<file path="src/rtl/uart_pkg.sv">
// Shared frame constants and FSM state types for the 8N1 UART transceiver.
package uart_pkg;

  localparam int unsigned DATA_BITS = 8;
  localparam logic        START_BIT = 1'b0;
  localparam logic        STOP_BIT  = 1'b1;

  typedef enum logic [1:0] {
    StTxIdle,
    StTxStart,
    StTxData,
    StTxStop
  } txState_e;

  typedef enum logic [2:0] {
    StRxIdle,
    StRxStart,
    StRxData,
    StRxStop,
    StRxWaitIdle
  } rxState_e;

endpackage

</file>
<file path="src/rtl/uart_rx_sync.sv">
// Two-flop synchroniser for the asynchronous serial input; resets to the idle (high) level.
module uart_rx_sync (
  input  logic Clock,
  input  logic Reset,
  input  logic Async_i,
  output logic Sync_o
);

  logic [1:0] syncStages_q;

  always_ff @(posedge Clock) begin
    if (Reset) begin
      syncStages_q <= 2'b11;
    end else begin
      syncStages_q <= {syncStages_q[0], Async_i};
    end
  end

  assign Sync_o = syncStages_q[1];

endmodule

</file>
<file path="src/rtl/uart_transceiver.sv">
// 8N1 UART: independent transmitter and mid-bit sampling receiver on one clock.
module uart_transceiver
  import uart_pkg::*;
#(
  parameter int unsigned CLOCK_HZ = 10_000_000,
  parameter int unsigned BAUD     = 115_200
) (
  input  logic       Clock,
  input  logic       Reset,
  input  logic       TxStart_i,
  input  logic [7:0] TxData_i,
  output logic       TxBusy_o,
  output logic       TxDone_o,
  output logic       Tx_o,
  input  logic       Rx_i,
  output logic [7:0] RxData_o,
  output logic       RxDone_o
);

  localparam int unsigned TICKS_PER_BIT      = CLOCK_HZ / BAUD;
  localparam int unsigned TICKS_PER_HALF_BIT = TICKS_PER_BIT / 2;
  localparam int unsigned CntW               = $clog2(TICKS_PER_BIT);

  localparam logic [CntW-1:0] BitLast  = CntW'(TICKS_PER_BIT - 1);
  localparam logic [CntW-1:0] HalfLast = CntW'(TICKS_PER_HALF_BIT - 1);
  localparam logic [2:0]      IdxLast  = 3'(DATA_BITS - 1);

  // ---------------- Transmitter ----------------
  txState_e        txState_q, txState_d;
  logic [CntW-1:0] txCnt_q, txCnt_d;
  logic [2:0]      txIdx_q, txIdx_d;
  logic [7:0]      txShift_q, txShift_d;
  logic            txLine_q, txLine_d;
  logic            txBitEnd;

  assign txBitEnd = (txCnt_q == BitLast);

  always_comb begin
    txState_d = txState_q;
    txCnt_d   = txCnt_q;
    txIdx_d   = txIdx_q;
    txShift_d = txShift_q;
    TxDone_o  = 1'b0;
    unique case (txState_q)
      StTxIdle: begin
        if (TxStart_i) begin
          txState_d = StTxStart;
          txShift_d = TxData_i;
          txCnt_d   = '0;
        end
      end
      StTxStart: begin
        if (txBitEnd) begin
          txState_d = StTxData;
          txCnt_d   = '0;
          txIdx_d   = '0;
        end else begin
          txCnt_d = txCnt_q + 1'b1;
        end
      end
      StTxData: begin
        if (txBitEnd) begin
          txCnt_d   = '0;
          txShift_d = txShift_q >> 1;
          if (txIdx_q == IdxLast) begin
            txState_d = StTxStop;
          end else begin
            txIdx_d = txIdx_q + 1'b1;
          end
        end else begin
          txCnt_d = txCnt_q + 1'b1;
        end
      end
      StTxStop: begin
        if (txBitEnd) begin
          TxDone_o  = 1'b1;
          txState_d = StTxIdle;
          txCnt_d   = '0;
        end else begin
          txCnt_d = txCnt_q + 1'b1;
        end
      end
      default: txState_d = StTxIdle;
    endcase

    // Line level is registered from the next state so Tx_o is glitch-free.
    unique case (txState_d)
      StTxStart: txLine_d = START_BIT;
      StTxData:  txLine_d = txShift_d[0];
      default:   txLine_d = STOP_BIT;
    endcase
  end

  always_ff @(posedge Clock) begin
    if (Reset) begin
      txState_q <= StTxIdle;
      txCnt_q   <= '0;
      txIdx_q   <= '0;
      txShift_q <= '0;
      txLine_q  <= STOP_BIT;
    end else begin
      txState_q <= txState_d;
      txCnt_q   <= txCnt_d;
      txIdx_q   <= txIdx_d;
      txShift_q <= txShift_d;
      txLine_q  <= txLine_d;
    end
  end

  assign TxBusy_o = (txState_q != StTxIdle);
  assign Tx_o     = txLine_q;

  // ---------------- Receiver ----------------
  logic            rxSync;
  rxState_e        rxState_q, rxState_d;
  logic [CntW-1:0] rxCnt_q, rxCnt_d;
  logic [2:0]      rxIdx_q, rxIdx_d;
  logic [7:0]      rxShift_q, rxShift_d;
  logic [7:0]      rxData_q, rxData_d;
  logic            rxDone_q, rxDone_d;
  logic            rxBitEnd;

  uart_rx_sync u_rx_sync (
    .Clock  (Clock),
    .Reset  (Reset),
    .Async_i(Rx_i),
    .Sync_o (rxSync)
  );

  assign rxBitEnd = (rxCnt_q == BitLast);

  always_comb begin
    rxState_d = rxState_q;
    rxCnt_d   = rxCnt_q;
    rxIdx_d   = rxIdx_q;
    rxShift_d = rxShift_q;
    rxData_d  = rxData_q;
    rxDone_d  = 1'b0;
    unique case (rxState_q)
      StRxIdle: begin
        if (rxSync == START_BIT) begin
          rxState_d = StRxStart;
          rxCnt_d   = '0;
        end
      end
      StRxStart: begin
        // Half a bit in: a line back high means the edge was a glitch.
        if (rxCnt_q == HalfLast) begin
          rxCnt_d   = '0;
          rxIdx_d   = '0;
          rxState_d = (rxSync == START_BIT) ? StRxData : StRxIdle;
        end else begin
          rxCnt_d = rxCnt_q + 1'b1;
        end
      end
      StRxData: begin
        if (rxBitEnd) begin
          rxCnt_d   = '0;
          rxShift_d = {rxSync, rxShift_q[7:1]};
          if (rxIdx_q == IdxLast) begin
            rxState_d = StRxStop;
          end else begin
            rxIdx_d = rxIdx_q + 1'b1;
          end
        end else begin
          rxCnt_d = rxCnt_q + 1'b1;
        end
      end
      StRxStop: begin
        if (rxBitEnd) begin
          rxCnt_d = '0;
          if (rxSync == STOP_BIT) begin
            rxData_d  = rxShift_q;
            rxDone_d  = 1'b1;
            rxState_d = StRxIdle;
          end else begin
            rxState_d = StRxWaitIdle;
          end
        end else begin
          rxCnt_d = rxCnt_q + 1'b1;
        end
      end
      StRxWaitIdle: begin
        if (rxSync == STOP_BIT) begin
          rxState_d = StRxIdle;
        end
      end
      default: rxState_d = StRxIdle;
    endcase
  end

  always_ff @(posedge Clock) begin
    if (Reset) begin
      rxState_q <= StRxIdle;
      rxCnt_q   <= '0;
      rxIdx_q   <= '0;
      rxShift_q <= '0;
      rxData_q  <= '0;
      rxDone_q  <= 1'b0;
    end else begin
      rxState_q <= rxState_d;
      rxCnt_q   <= rxCnt_d;
      rxIdx_q   <= rxIdx_d;
      rxShift_q <= rxShift_d;
      rxData_q  <= rxData_d;
      rxDone_q  <= rxDone_d;
    end
  end

  assign RxData_o = rxData_q;
  assign RxDone_o = rxDone_q;

endmodule

</file>
<file path="config.mk">
export PLATFORM = sky130hd
export DESIGN_NAME = uart_transceiver
export DESIGN_NICKNAME = d
export VERILOG_FILES = /design/src/rtl/uart_pkg.sv /design/src/rtl/uart_rx_sync.sv /design/src/rtl/uart_transceiver.sv
export SDC_FILE = /design/constraint.sdc
export NUM_CORES = 1
export LEC_CHECK = 0
export ABC_AREA = 1
export CAP_MARGIN = 0
export CORE_MARGIN = 2
export CORE_UTILIZATION = 35
export CTS_BUF_LIST = sky130_fd_sc_hd__clkbuf_4
export CTS_CLUSTER_DIAMETER = 60
export DETAILED_ROUTE_END_ITERATION = 16
export GPL_ROUTABILITY_DRIVEN = 0
export SLEW_MARGIN = 0
export SYNTH_ARGS = -nofsm -noshare
export SYNTH_HDL_FRONTEND = slang
export SYNTH_HIERARCHICAL = 1
export SYNTH_SLANG_ARGS = --single-unit
</file>
<file path="constraint.sdc">
create_clock -name Clock -period 1.6 [get_ports Clock]
set_input_delay 0.4 -clock Clock [delete_from_list [all_inputs] [get_ports Clock]]
set_output_delay 0.4 -clock Clock [all_outputs]
set_load 0.02 [all_outputs]
</file>
==> impl_metrics.toml <==
[power_and_ir_drop]
internal_power_uw = 1875
peakVddDrop_v = 0.0004335
switchingPower_uw = 979.3
p_total_uw = 2855
p_sw_frac = 0.3430
p_seq_frac = 0.510
power_density_mw_per_mm2 = 869.5
power.share.clock = 0.219
p_comb_frac = 0.271
leakage_uw = 0.001407

[floorplanning]
die_y_um = 89.96
core_mm2 = 0.007214
start_util = 0.3585
rows = 31
ios = 24
die_x_um = 89.96
dieArea_mm2 = 0.008093

[clocking]
root_buffer = "clkbuf_4"
clk-insertion-delay-late_ps = 380
cts_buffers = 5
htreeDepth = 2
cts_tree = "yes"
cts_sinks = 53
postCtsHoldBufs = 0
clockBufferDepth = 2
path_clk_slew_ps = 170

[synth]
synth_top_family_by_area = "simple AND/OR/NAND/NOR gates"
yosysWarnings = 6
synth_mux_area_frac = 0
synth_simple_gate_area_share = 0.2922
postSynthCellCount = 343
synthAdderAreaFrac = 0.04354
seq_area_frac_synth = 0.4103
syn_nets = 364
avgSynthCellArea_um2 = 7.540
synth_compound_area_frac = 0.1534
netlist_area_mm2 = 0.002586
synth-seq-cells = 53
synth_xor_area_frac = 0.006773
synth_cell_type_count = 34

[hold_path]
hold_path_class = "reg2reg"

[sta]
finalHoldWorstSlack_ps = 439.8
period_needed_ps = 1752
fmax_ghz = 0.5708
post-route-period-util = 1.095
slew_headroom = 0.7776
worst_pin_slew_ps = 333.7
rsz0062_at_grt = "true"
setup_ws_ps = -152.0
setup_tns_ps = -152.0
skew_ps = 15.10
setup_viol = 1
hold_violations = 0
slew_viol_final = 0

[setup_path]
start_kind = "flip-flop"
reg2reg_slack_ps = 80
critPathKind = "reg2out"
cp_slowest_cell = "dfxtp_2"
rr_endpoint = "Tx_o$_SDFF_PP1_"
crit_path_end = "TxDone_o"
cp.depth = 7
critPathArrivalTime_ps = 1350
reg2reg_depth = 12
slowest_delay_ps = 350
crit_family = "flip-flops"
critical_path_buf_inv_count = 3
cp-end-kind = "output port"
reg2reg_from = "txCnt_q[1]$_SDFFE_PP0P_"
required_ps = 1200
critical_path.max_fanout = 2
crit_start = "txCnt_q[1]$_SDFFE_PP0P_"
crit_chain = "inv_2 > ha_4 > nand2_4 > nor2_4 > nand3b_1 > inv_1 > buf_6"

[global_route]
antenna_found_initial = 0
grt_start_max_net_pins = 30
grt_overflow = 0
grt_pass1_wl_um = 9252
grt_pass1_vias = 2181
grt_usage = 0.1349

[routing]
post-route-drc-count = 0
wl_um = 5216
vias = 2263
dr.pass1.iters = 4
wl_per_cell_um = 10.58
detail-route-antenna-nets = 0
drt_iter0_markers = 54
avgViaCountPerCell = 4.590

[cells_and_area]
final_cell_mix = "nand2_1, dfxtp_1, inv_1"
antenna_cells = 0
final_util = 0.4551
layout-drive-gt1-share = 0.2208
fin_nets = 414
final_common_cell = "nand2_1"
area_growth_pct = 26.95

[place]
io_buffers = 23
dp_hpwl_um = 3747

[outcome]
outcome = "complete, but fails checks"
violations = "negative setup slack"

[run]
drv_cap = 0
[registers in the layout, summed over array words and instances (netlist names)]
name	flops
rxState_q	3
rxShift_q	8
rxIdx_q	3
txCnt_q	7
txState_q	2
txIdx_q	3
RxDone_o	1
u_rx_sync/syncStages_q	2
RxData_o	8
rxCnt_q	7
Tx_o	1
txShift_q	8
[stage by stage]
stage                     instances  instance area, um2  worst slack (ps)
after floorplan                 343                2586             219.8
after global placement          483                3107            -213.1
after detailed placement        483                3107            -223.9
after CTS                       495                3214            -180.0
after global routing            493                3283            -265.9
final                           493                3283            -152.0
[cells in the mapped netlist, drive strengths merged]
cell type	instances	share of area
nand2	79	0.12
dfxtp	53	0.41
inv	49	0.071
nor2	48	0.086
a21oi	22	0.050
nand3	21	0.046
o21ai	16	0.037
a211oi	9	0.030
ha	9	0.044
a31oi	8	0.019
nand4	6	0.015
nor3	5	0.014
clkbuf	4	0.0097
buf	3	0.013
nand3b	2	0.011
o21bai	2	0.0058
o22ai	2	0.0048
xor2	2	0.0068
and3	1	0.0024
o211a	1	0.0039
o211ai	1	0.0029
[cells by family (layout without fill, tap and decap cells)]
| family | count (synthesis) | in the layout |
|---|---|---|
| buf+inv | 56 | 107 |
| flops | 53 | 53 |
| fa+ha+maj | 9 | 9 |
| compound gates | 61 | 61 |
| simple gates | 162 | 162 |
| xor+xnor | 2 | 2 |
[worst min path at each step]
stage / slack [ps] / end / cells past startpoint / startpoint
after detailed placement: 410 / u_rx_sync/syncStages_q[1]$_SDFF_PP1_ / 2 / u_rx_sync/syncStages_q[0]$_SDFF_PP1_
after CTS: 450 / u_rx_sync/syncStages_q[1]$_SDFF_PP1_ / 2 / u_rx_sync/syncStages_q[0]$_SDFF_PP1_
after global routing: 470 / u_rx_sync/syncStages_q[1]$_SDFF_PP1_ / 2 / u_rx_sync/syncStages_q[0]$_SDFF_PP1_
after global placement: 400 / u_rx_sync/syncStages_q[1]$_SDFF_PP1_ / 2 / u_rx_sync/syncStages_q[0]$_SDFF_PP1_
after floorplan: 390 / u_rx_sync/syncStages_q[1]$_SDFF_PP1_ / 2 / u_rx_sync/syncStages_q[0]$_SDFF_PP1_
final: 440 / u_rx_sync/syncStages_q[1]$_SDFF_PP1_ / 2 / u_rx_sync/syncStages_q[0]$_SDFF_PP1_
[layer usage]
metal | wire length [um] | vias up | GRT usage | part of all wire
met5 | 0 | - | 0 | 0
met4 | 70 | 0 | 0.04231 | 0.013
met3 | 111 | 6 | 0.02598 | 0.021
met2 | 2458 | 13 | 0.2298 | 0.47
met1 | 2575 | 1027 | 0.1733 | 0.49
li1 | - | 1217 | - | -
[power by group through the flow]
| stage | logic [uW] | clock network (uW) | registers [uW] |
|---|---|---|---|
| 3_5_place_dp | 745 | 0 | 1480 |
| 5_1_grt | 878 | 709 | 1470 |
| 6_report | 774 | 624 | 1460 |
| 3_3_place_gp | 742 | 0 | 1480 |
| 2_1_floorplan | 506 | 0 | 1490 |
| 4_1_cts | 752 | 663 | 1450 |
[tightest hold or removal path: stages, from the launching register on]
cell and delay [ps]:
dfxtp_1 330, inv_1 40, nand2_1 40
[final cells by class]
class / count / area (um2)
fillers: 754 / 3931
repair buffers: 50 / 464.2
well taps: 99 / 123.9
clock inverters: 3 / 22.52
multi-input cells: 234 / 1384
inverters: 49 / 183.9
flip-flops and latches: 53 / 1067
clock buffers: 5 / 37.54
[what timing repair did]
item | in CTS | in global routing
setup buffers | 4 | 2
setup endpoints to repair | 12 | 20
resized for setup | 31 | 24
pin swaps | 1 | 5
No activity file was read; power rests on OpenSTA's default activity.
